**src/rtl/game_scorer.sv**
```systemverilog
// Target/button scoring game: arm a target, score hits on presses, count misses, decide win/lose.
// Optional build macro SCORER_STREAK_EN adds a 2-bit hit streak that doubles the increment at streak 3.
module game_scorer #(
    parameter int unsigned N_TARGETS  = 8,
    parameter int unsigned WIN_SCORE  = 10,
    parameter int unsigned MAX_MISSES = 3,
    parameter int unsigned SCORE_W    = 4
) (
    input  logic                         clk,
    input  logic                         reset,
    input  logic                         start,
    input  logic                         target_load,
    input  logic [$clog2(N_TARGETS)-1:0] placement,
    input  logic [N_TARGETS-1:0]         buttonin,
    input  logic                         instLoss,
    output logic [SCORE_W-1:0]           score,
    output logic [3:0]                   misses,
    output logic [1:0]                   winlose,
    output logic                         hit_pulse,
    output logic                         armed
);

    localparam int unsigned PW = $clog2(N_TARGETS);
    localparam int unsigned AW = SCORE_W + 1;

    typedef enum logic [1:0] {IDLE, PLAY, WIN, LOSE} state_t;

    state_t               state_q, state_d;
    logic [N_TARGETS-1:0] buttonin_q;
    logic [N_TARGETS-1:0] press_q;
    logic [PW-1:0]        target_q, target_d;
    logic [SCORE_W-1:0]   score_d;
    logic [3:0]           misses_d;
    logic [1:0]           winlose_d;
    logic                 hit_d;
    logic                 armed_d;

    logic [AW-1:0]        inc;
    logic [AW-1:0]        score_sum;
    logic [N_TARGETS-1:0] target_mask;
    logic                 is_hit;
    logic                 is_miss;
    logic                 load_ok;

`ifdef SCORER_STREAK_EN
    logic [1:0] streak_q, streak_d;
    assign inc = (streak_q == 2'd3) ? AW'(2) : AW'(1);
`else
    assign inc = AW'(1);
`endif

    // Press set is judged against the target that was armed before any same-cycle load
    assign target_mask = N_TARGETS'(1) << target_q;
    assign is_hit      = armed && (press_q == target_mask);
    assign is_miss     = (|press_q) && !is_hit;
    assign score_sum   = AW'(score) + inc;
    assign load_ok     = {1'b0, placement} < (PW + 1)'(N_TARGETS);

    always_comb begin
        state_d   = state_q;
        score_d   = score;
        misses_d  = misses;
        armed_d   = armed;
        target_d  = target_q;
        hit_d     = 1'b0;
`ifdef SCORER_STREAK_EN
        streak_d  = streak_q;
`endif
        unique case (state_q)
            IDLE, WIN, LOSE: begin
                if (start) begin
                    state_d  = PLAY;
                    score_d  = '0;
                    misses_d = '0;
                    armed_d  = 1'b0;
`ifdef SCORER_STREAK_EN
                    streak_d = '0;
`endif
                end
            end
            PLAY: begin
                if (instLoss) begin
                    state_d = LOSE;
                end else begin
                    if (AW'(score) >= AW'(WIN_SCORE)) begin
                        state_d = WIN;
                    end else if (misses >= 4'(MAX_MISSES)) begin
                        state_d = LOSE;
                    end
                    if (is_hit) begin
                        score_d = (score_sum >= AW'(WIN_SCORE)) ? SCORE_W'(WIN_SCORE)
                                                                 : score_sum[SCORE_W-1:0];
                        hit_d   = 1'b1;
                        armed_d = 1'b0;
`ifdef SCORER_STREAK_EN
                        streak_d = (streak_q == 2'd3) ? streak_q : streak_q + 2'd1;
`endif
                    end else if (is_miss) begin
                        misses_d = (misses == 4'hf) ? misses : misses + 4'd1;
`ifdef SCORER_STREAK_EN
                        streak_d = '0;
`endif
                    end
                    if (target_load && load_ok) begin
                        armed_d  = 1'b1;
                        target_d = placement;
                    end
                end
            end
            default: state_d = IDLE;
        endcase

        winlose_d = 2'b00;
        if (state_d == WIN)  winlose_d = 2'b10;
        if (state_d == LOSE) winlose_d = 2'b01;
    end

    always_ff @(posedge clk) begin
        if (reset) begin
            state_q    <= IDLE;
            score      <= '0;
            misses     <= '0;
            winlose    <= 2'b00;
            hit_pulse  <= 1'b0;
            armed      <= 1'b0;
            target_q   <= '0;
            buttonin_q <= buttonin;
            press_q    <= '0;
`ifdef SCORER_STREAK_EN
            streak_q   <= '0;
`endif
        end else begin
            state_q    <= state_d;
            score      <= score_d;
            misses     <= misses_d;
            winlose    <= winlose_d;
            hit_pulse  <= hit_d;
            armed      <= armed_d;
            target_q   <= target_d;
            buttonin_q <= buttonin;
            press_q    <= buttonin & ~buttonin_q;
`ifdef SCORER_STREAK_EN
            streak_q   <= streak_d;
`endif
        end
    end

endmodule

```
**config.mk**
```make
export PLATFORM = sky130hd
export DESIGN_NAME = game_scorer
export DESIGN_NICKNAME = d
export VERILOG_FILES = /design/src/rtl/game_scorer.sv
export SDC_FILE = /design/constraint.sdc
export NUM_CORES = 1
export LEC_CHECK = 0
export BUFFER_PORTS_ARGS = -buffer_cell sky130_fd_sc_hd__buf_2
export CELL_PAD_IN_SITES_DETAIL_PLACEMENT = 1
export CELL_PAD_IN_SITES_GLOBAL_PLACEMENT = 1
export CORE_ASPECT_RATIO = 0.9
export CORE_UTILIZATION = 25
export CTS_BUF_LIST = sky130_fd_sc_hd__clkbuf_8
export CTS_CLUSTER_DIAMETER = 30
export DETAILED_ROUTE_END_ITERATION = 10
export PLACE_DENSITY_LB_ADDON = 0.1
export SLEW_MARGIN = 40
export SYNTH_ARGS = -nofsm -noshare
export SYNTH_HDL_FRONTEND = slang
export SYNTH_SLANG_ARGS = --single-unit
```
**constraint.sdc**
```tcl
create_clock -name clk -period 2.25 [get_ports clk]
set_clock_uncertainty 0.2 [all_clocks]
set_input_delay 0.45 -clock clk [delete_from_list [all_inputs] [get_ports clk]]
set_output_delay 0.45 -clock clk [all_outputs]
set_load 0.05 [all_outputs]
```
==> impl_metrics.tcl, run 1 <==
set metrics [dict create \
    cts_hold_buf 0 \
    ir_worst_vdd_uv 242.7 \
    powerDensity_nw_per_um2 733.4 \
    placed_area_um2 1644 \
    grt_pass1_wl_mm 5.768 \
    place.gp.congestion 0.7812 \
    grt_use_total 0.1316 \
    antenna_found_initial 0 \
    synth_area_leaders "dfxtp_1, nor3b_1, nand2_1" \
    cpMaxStageDelayCell "dfxtp_1" \
    path_delay_family "compound AO/OA/AOI/OAI gates" \
    rsz0062_at_grt "false" \
    numCtsBuffers 5 \
    fmax_mhz 470.1 \
    fin_crit_ns 2.127 \
    die_width_um 81.48 \
    path_clk_slew_ns 0.08 \
    htreeDepth 2 \
    cts_root_buf "clkbuf_8" \
    tns_ns 0 \
    min_from "buttonin[2]" \
    fill_cells 634 \
    critPathMaxStageDelay_ns 0.40 \
    status "complete, no violations" \
    overflow 0 \
    synthCells 143 \
    place_hpwl_mm 2.623 \
    dieArea_um2 5991 \
    yosysMostFrequentCell "dfxtp_1" \
    tightest_slew_ns 0.4213 \
    grt_max_degree 14 \
    routed_wl_mm 3.508 \
    post_cts_resized 0 \
    dp_slack_ns 0.1563 \
    tritoncts "built" \
    synth_nets 163 \
    use_met3 0.04099 \
    clock_path_buffers 2 \
    drive_gt1_frac 0.3034 \
    cp_max_fo 11 \
    synth_area_um2 1421 \
    cellLeakagePower_nw 0.7091 \
    syn_avg_cell_area_um2 9.940 \
    cts_num_sinks 33 \
    clkLatencyLatePin_ns 0.29 \
    post_cts_buffers 0 \
    post_synth_num_cell_types 40 \
    critPathKind "flop to flop" \
    min_path_type "primary input to flop" \
    numPlacedInstances 237 \
    drt_iter0_drc 50 \
    use_met1 0.1740 \
    reg2reg_depth 6 \
    fp.coreArea_um2 5349 \
    avgViaCountPerCell 4.861 \
    vias 1191 \
    grtUsageMet2 0.1972 \
    cp-end-kind "flop" \
    instances_no_fill 245 \
    fin_nets 197 \
    maxSlewViolCount 0 \
    io_buffers 27 \
    drc_errors 0 \
    synthArstFlopShare 0 \
    r2r_slack_ns 0.12 \
    ys.flop_type "dfxtp_1" \
    yosysSeqAreaShare 0.4648 \
    critPathArrivalTime_ns 2.17 \
    r2r-end "score[1]$_SDFFE_PP0P_" \
    drt_pass1_iterations 4 \
    crit_required_ns 2.29 \
    timing.final.ws_setup_ns 0.1227 \
    synth_top_area_share 0.4648 \
    worstHoldEndpoint "buttonin_q[2]$_DFF_P_" \
    yosysWarningCount 0 \
    path_buf_inv 0 \
    top_usage_layer "met2" \
    num_antenna_cells 0 \
    yosysTopAreaCell "dfxtp_1" \
    areaGrowthSynthToFinish_pct 23.77 \
    synth_edf_count 0 \
    rows 25 \
    cp-start-kind "flop" \
    die_h_um 73.53 \
    min_path_cells 1 \
    synth_common_cells "dfxtp_1, nand2_1, nor3b_1" \
    stdcell_area_um2 1759 \
    timing.final.crit_share 0.9455 \
    reg2reg_from "target_q[2]$_SDFFE_PP0P_" \
    grt_pass1_vias 1186 \
    hold_ws_ns 0.07159 \
    setup_viol 0 \
    crit_chain "nor2b_4 > o32a_4 > o211ai_4 > nand4_4 > a2111oi_2 > a31o_1" \
    slew_headroom 0.7183 \
    synth-seq-cells 33 \
    final-hold-violation-count 0 \
    start_util 0.2657 \
    antenna_left 0 \
    detail_route.wl_per_cell_um 14.32 \
    drv_cap 0 \
    io_pins 28 \
]
==> flip-flops by register name, indices dropped and copies added (netlist names) <==
name        count
hit_pulse       1
press_q         8
target_q        3
misses          4
score           4
buttonin_q      8
state_q         2
winlose         2
armed           1
==> layout make-up <==
class                   count  area (um2)  share of cell area
multi-input cells         101       719.4              0.4090
clock inverters             3       46.29             0.02632
flip-flops and latches     33       660.6              0.3755
well taps                  67       83.83             0.04765
inverters                   6       22.52             0.01280
repair buffers             30       157.7             0.08962
clock buffers               5       68.82             0.03912
==> placed cells by master (no fill, tap or decap), drive strengths merged, types with 2 or more instances in the layout <==
master	n
nand4	2
clkbuf	5
nor3	2
a21oi	6
o21ai	6
and3	3
nand3	11
a31o	4
nor2b	2
buf	30
inv	6
nor2	8
nand2	15
nand2b	4
o22ai	2
mux2i	4
ha	4
dfxtp	33
nor3b	12
nor4	2
==> through the flow <==
step / power [mW] / utilization
after floorplan: 0.6954 / -
after global placement: 0.7328 / 0.3074
after detailed placement: 0.7364 / 0.3074
after CTS: 1.313 / 0.3289
after global routing: 1.352 / 0.3289
final: 1.290 / 0.3289
==> logic make-up (layout without fill, tap and decap cells) <==
group,Yosys count,after routing,synth area share
buf+inv,9,44,0.02904
simple gates,65,65,0.2720
fa+ha+maj,4,4,0.03521
compound gates,28,28,0.1708
flops,33,33,0.4648
mux,4,4,0.02817
==> worst reg2reg max path: cells and delay by family (launching register included) <==
kind / cells / cell delay, ns
simple gates: 2 / 0.37
flops: 1 / 0.40
compound gates: 4 / 1.10
==> per-layer routing <==
layer	routed length, um	share of wire
met1	1717	0.49
met2	1592	0.45
met3	148	0.042
met4	50	0.014
met5	0	0
==> worst max path at each step <==
| stage | slack (ns) | cells after the start | end | start |
|---|---|---|---|---|
| 2_1_floorplan | 0.07 | 7 | score[1]$_SDFFE_PP0P_ | score[1]$_SDFFE_PP0P_ |
| 3_3_place_gp | 0.22 | 6 | score[0]$_SDFFE_PP0P_ | target_q[2]$_SDFFE_PP0P_ |
| 3_5_place_dp | 0.16 | 6 | score[1]$_SDFFE_PP0P_ | target_q[1]$_SDFFE_PP0P_ |
| 4_1_cts | 0.13 | 6 | score[1]$_SDFFE_PP0P_ | target_q[2]$_SDFFE_PP0P_ |
| 5_1_grt | 0.04 | 6 | score[1]$_SDFFE_PP0P_ | target_q[0]$_SDFFE_PP0P_ |
| 6_report | 0.12 | 6 | score[1]$_SDFFE_PP0P_ | target_q[2]$_SDFFE_PP0P_ |
==> power breakdown <==
part | internal (mW) | switching [mW]
Combinational | 0.0422 | 0.0593
Clock | 0.331 | 0.238
Sequential | 0.604 | 0.0158
Total | 0.977 | 0.313
Note: power is estimated with default switching activity, not from simulation.
==> run 2, diff against run 1 <==
CTS_BUF_LIST = sky130_fd_sc_hd__clkbuf_16   (was sky130_fd_sc_hd__clkbuf_8)
==> run 2 against run 1 <==
- hold slack improved by 0.012 ns
- power increased by 17%
- setup slack better by 0.013 ns
- final area increased by 3.2%
- critical path depth did not move
- sequential cell count unchanged
- critical path type unchanged
- critical endpoint unchanged
==> impl_metrics.tcl, run 2 (synthesis gave the netlist of run 1 again) <==
set metrics [dict create \
    status "complete, no violations" \
    rows 25 \
    critPathKind "flop to flop" \
    areaGrowthSynthToFinish_pct 27.73 \
    cp-start-kind "flop" \
    path_buf_inv 0 \
    tns_ns 0 \
    timing.final.crit_share 0.9396 \
    drv_cap 0 \
    drive_gt1_frac 0.3034 \
    placed_area_um2 1644 \
    fmax_mhz 473.0 \
    start_util 0.2657 \
    drt_iter0_drc 41 \
    final_common_cell "dfxtp_1" \
    dieArea_um2 5991 \
    fin_crit_ns 2.114 \
    rsz0062_at_grt "false" \
    grt_max_degree 14 \
    overflow 0 \
    ir_worst_vdd_uv 312.1 \
    die_h_um 73.53 \
    avgViaCountPerCell 4.849 \
    htreeDepth 2 \
    cts_root_buf "clkbuf_16" \
    clkLatencyLatePin_ns 0.28 \
    path_delay_family "compound AO/OA/AOI/OAI gates" \
    grtUsageMet2 0.1963 \
    hold_ws_ns 0.08403 \
    fp.coreArea_um2 5349 \
    crit_required_ns 2.27 \
    grt_pass1_wl_mm 5.754 \
    stdcell_area_um2 1815 \
    io_buffers 27 \
    cpMaxStageDelayCell "dfxtp_1" \
    maxSlewViolCount 0 \
    mostFrequentLayoutCells "dfxtp_1, buf_2, nand2_1" \
    cellLeakagePower_nw 0.7347 \
    use_met3 0.04099 \
    cp_max_fo 11 \
    post_cts_buffers 0 \
    routed_wl_mm 3.491 \
    slew_headroom 0.7183 \
    place.gp.congestion 0.7812 \
    tritoncts "built" \
    crit_chain "nor2b_4 > o32a_4 > o211ai_4 > nand4_4 > a2111oi_2 > a31o_1" \
    top_regs "buttonin_q x8, press_q x8" \
    critPathArrivalTime_ns 2.14 \
    vias 1188 \
    detail_route.wl_per_cell_um 14.25 \
    die_width_um 81.48 \
    clock_path_buffers 2 \
    tightest_slew_ns 0.4213 \
    cp-end-kind "flop" \
    place_hpwl_mm 2.623 \
    fin_nets 197 \
    dp_slack_ns 0.1563 \
    antenna_left 0 \
    num_antenna_cells 0 \
    cts_hold_buf 0 \
    min_path_type "primary input to flop" \
    grt_use_total 0.1314 \
    antenna_found_initial 0 \
    setup_viol 0 \
    final-hold-violation-count 0 \
    powerDensity_nw_per_um2 829.8 \
    io_pins 28 \
    post_cts_resized 0 \
    drt_pass1_iterations 4 \
    drc_errors 0 \
    grt_pass1_vias 1179 \
    path_clk_slew_ns 0.06 \
    cts_num_sinks 33 \
    numCtsBuffers 5 \
    critPathMaxStageDelay_ns 0.40 \
    use_met1 0.1741 \
    top_usage_layer "met2" \
    timing.final.ws_setup_ns 0.1360 \
]
run 2: layout make-up:
| cell class | count | area [um2] |
|---|---|---|
| clock inverters | 3 | 46.29 |
| flip-flops and latches | 33 | 660.6 |
| inverters | 6 | 22.52 |
| multi-input cells | 101 | 719.4 |
| well taps | 67 | 83.83 |
| fillers | 624 | 3533 |
| clock buffers | 5 | 125.1 |
| repair buffers | 30 | 157.7 |
run 2: power by group:
group          switching (mW)  internal (mW)  total, mW
Clock                   0.261          0.523      0.785
Sequential             0.0158          0.605      0.620
Combinational          0.0589         0.0422      0.101
Total                   0.336           1.17       1.51
run 2: metrics by stage:
step / cells / power [mW] / util
after floorplan: 143 / 0.6954 / -
after global placement: 237 / 0.7328 / 0.3074
after detailed placement: 237 / 0.7364 / 0.3074
after CTS: 245 / 1.531 / 0.3394
after global routing: 245 / 1.567 / 0.3394
final: 245 / 1.507 / 0.3394
run 2: routing by layer:
metal,share of wire,wire length (um)
met4,0.015,52
met1,0.50,1729
met2,0.45,1577
met3,0.038,132
met5,0,0
run 2: worst paths after layout:
kind,start,endpoint,slack (ns),cells past startpoint
max,target_q[2]$_SDFFE_PP0P_,score[1]$_SDFFE_PP0P_,0.14,6
min,buttonin[2],buttonin_q[2]$_DFF_P_,0.08,1
max reg2reg,target_q[2]$_SDFFE_PP0P_,score[1]$_SDFFE_PP0P_,0.14,6
min reg2reg,buttonin_q[4]$_DFF_P_,press_q[4]$_SDFF_PP0_,0.19,1
==> run 3, diff against run 2 <==
ABC_AREA = 1   (was unset)
CORE_UTILIZATION = 38   (was 25)
==> run 3 against run 2 <==
- first-iteration DRC count up 15%
- die area shrank 33%
- highest routed layer unchanged
- non-clock buffer count shrank 3
- setup slack improved by 0.21 ns
==> impl_metrics.tcl, run 3 <==
set metrics [dict create \
    timing.final.crit_share 0.8483 \
    slew_headroom 0.6508 \
    top_usage_layer "met2" \
    grt_pass1_vias 1271 \
    path_buf_inv 1 \
    cts_hold_buf 0 \
    num_antenna_cells 0 \
    cts_root_buf "clkbuf_16" \
    grt_max_degree 18 \
    place_hpwl_mm 2.698 \
    critPathMaxStageDelay_ns 0.53 \
    fin_crit_ns 1.909 \
    drt_iter0_drc 47 \
    grtUsageMet2 0.3434 \
    cp_common_cell "nor2_1" \
    min_path_type "primary input to flop" \
    synthArstFlopShare 0 \
    path_delay_family "simple AND/OR/NAND/NOR gates" \
    maxSlewViolCount 0 \
    critPathArrivalTime_ns 1.87 \
    cpMaxStageDelayCell "dfxtp_1" \
    avgViaCountPerCell 4.904 \
    post_cts_buffers 0 \
    yosysSeqAreaShare 0.4607 \
    place.gp.congestion 0.7983 \
    rsz0062_at_grt "false" \
    mostFrequentLayoutCells "nand2_1, dfxtp_1, nor2_1" \
    critPathKind "flop to flop" \
    cp_max_fo 9 \
    crit_required_ns 2.21 \
    drt_pass1_iterations 4 \
    fin_nets 247 \
    clkLatencyLatePin_ns 0.27 \
    synth_area_um2 1434 \
    detail_route.wl_per_cell_um 13.22 \
    htreeDepth 2 \
    power_mw 1.619 \
    grt_pass1_wl_mm 5.789 \
    yosysTopAreaCell "dfxtp_1" \
    rows 20 \
    die_h_um 60.28 \
    cp-start-kind "flop" \
    clock_path_buffers 2 \
    io_pins 28 \
    cts_num_sinks 33 \
    final_common_cell "nand2_1" \
    cellLeakagePower_nw 0.8392 \
    dieArea_um2 4023 \
    yosysWarningCount 0 \
    ir_worst_vdd_uv 664.5 \
    crit_chain "inv_2 > nand3_1 > nor2_1 > nor2_1 > nand2_1 > nor2_2 > nand3_2 > nand2_2 > nand2_2 > o21ai_0 > nor2_1" \
    path_clk_slew_ns 0.06 \
    antenna_found_initial 0 \
    synth_edf_count 0 \
    drive_gt1_frac 0.1930 \
    final-hold-violation-count 0 \
    drv_cap 0 \
    status "complete, no violations" \
    yosysMostFrequentCell "nand2_1" \
    tightest_slew_ns 0.5232 \
    antenna_left 0 \
    overflow 0 \
    syn_avg_cell_area_um2 7.353 \
    synthCells 195 \
    tritoncts "built" \
    powerDensity_nw_per_um2 909.8 \
    fmax_mhz 523.9 \
    vias 1334 \
    fin_util 0.5115 \
    cp-end-kind "flop" \
    synth-seq-cells 33 \
    drc_errors 0 \
    areaGrowthSynthToFinish_pct 24.08 \
    routed_wl_mm 3.595 \
    use_met1 0.2379 \
    synth_nets 215 \
    fill_cells 450 \
    post_cts_resized 0 \
    grt_use_total 0.1981 \
    top_regs "buttonin_q x8, press_q x8" \
    post_synth_num_cell_types 25 \
    tns_ns 0 \
    io_buffers 27 \
    ys.flop_type "dfxtp_1" \
    use_met3 0.04580 \
    die_width_um 66.75 \
    synth_area_leaders "dfxtp_1, nand2_1, nor2_1" \
    synth_top_area_share 0.4607 \
    setup_viol 0 \
    synth_common_cells "nand2_1, dfxtp_1, nor2_1" \
    fp.coreArea_um2 3478 \
    start_util 0.4122 \
    numCtsBuffers 5 \
]
## run 3: worst paths after layout
kind	from	endpoint	slack, ns	cells past startpoint
max	target_q[2]$_SDFFE_PP0P_	score[1]$_SDFFE_PP0P_	0.34	11
min reg2reg	buttonin_q[0]$_DFF_P_	press_q[0]$_SDFF_PP0_	0.18	1
min	buttonin[2]	buttonin_q[2]$_DFF_P_	0.09	1
max reg2reg	target_q[2]$_SDFFE_PP0P_	score[1]$_SDFFE_PP0P_	0.34	11
## run 3: stage by stage
stage          hold WS (ns)  area, um2  setup WS (ns)  std cells
6_report            0.08973       1779         0.3413        272
5_1_grt             0.08775       1779         0.1198        272
4_1_cts             0.08404       1779         0.3437        272
3_5_place_dp         0.1750       1608         0.3856        264
3_3_place_gp         0.1707       1608         0.4462        264
2_1_floorplan        0.1667       1434         0.3706        195
## run 3: area by class of cell
class                           instances  area (um2)  area share
Clock buffer                            5       125.1     0.07032
Clock inverter                          3       46.29     0.02602
Inverter                               27       102.6     0.05766
Multi-Input combinational cell        133       654.4      0.3678
Sequential cell                        33       660.6      0.3713
Tap cell                               44       55.05     0.03094
Timing Repair Buffer                   27       135.1     0.07595
## run 3: worst register-to-register path: cells and delay by family, from the launching register on
family                 cells  cell delay [ns]
buffers and inverters      1             0.12
DFF                        1             0.53
AOI/OAI and AO/OA          1             0.17
and+or+nand+nor            9             0.80
## run 3: cell families (layout without fill, tap and decap cells)
kind of cell,after synthesis,after routing,synth area share
buffers and inverters,29,62,0.08289
adders and majority gates,4,4,0.03491
and+or+nand+nor,102,102,0.3054
AOI/OAI and AO/OA,23,23,0.09163
DFF,33,33,0.4607
xor gates and xnor gates,4,4,0.02444
## run 3: report_power, final
| group | internal (mW) | switching (mW) |
|---|---|---|
| clock network | 0.523 | 0.253 |
| registers | 0.614 | 0.0274 |
| logic | 0.0629 | 0.137 |
| total | 1.20 | 0.418 |
## run 3: metal layers
metal  share of wire  vias to the layer above  wire length [um]
li1                -                      686                 -
met2            0.49                       23              1774
met1            0.47                      621              1697
met5               0                        -                 0
met3           0.026                        4                95
met4          0.0075                        0                27
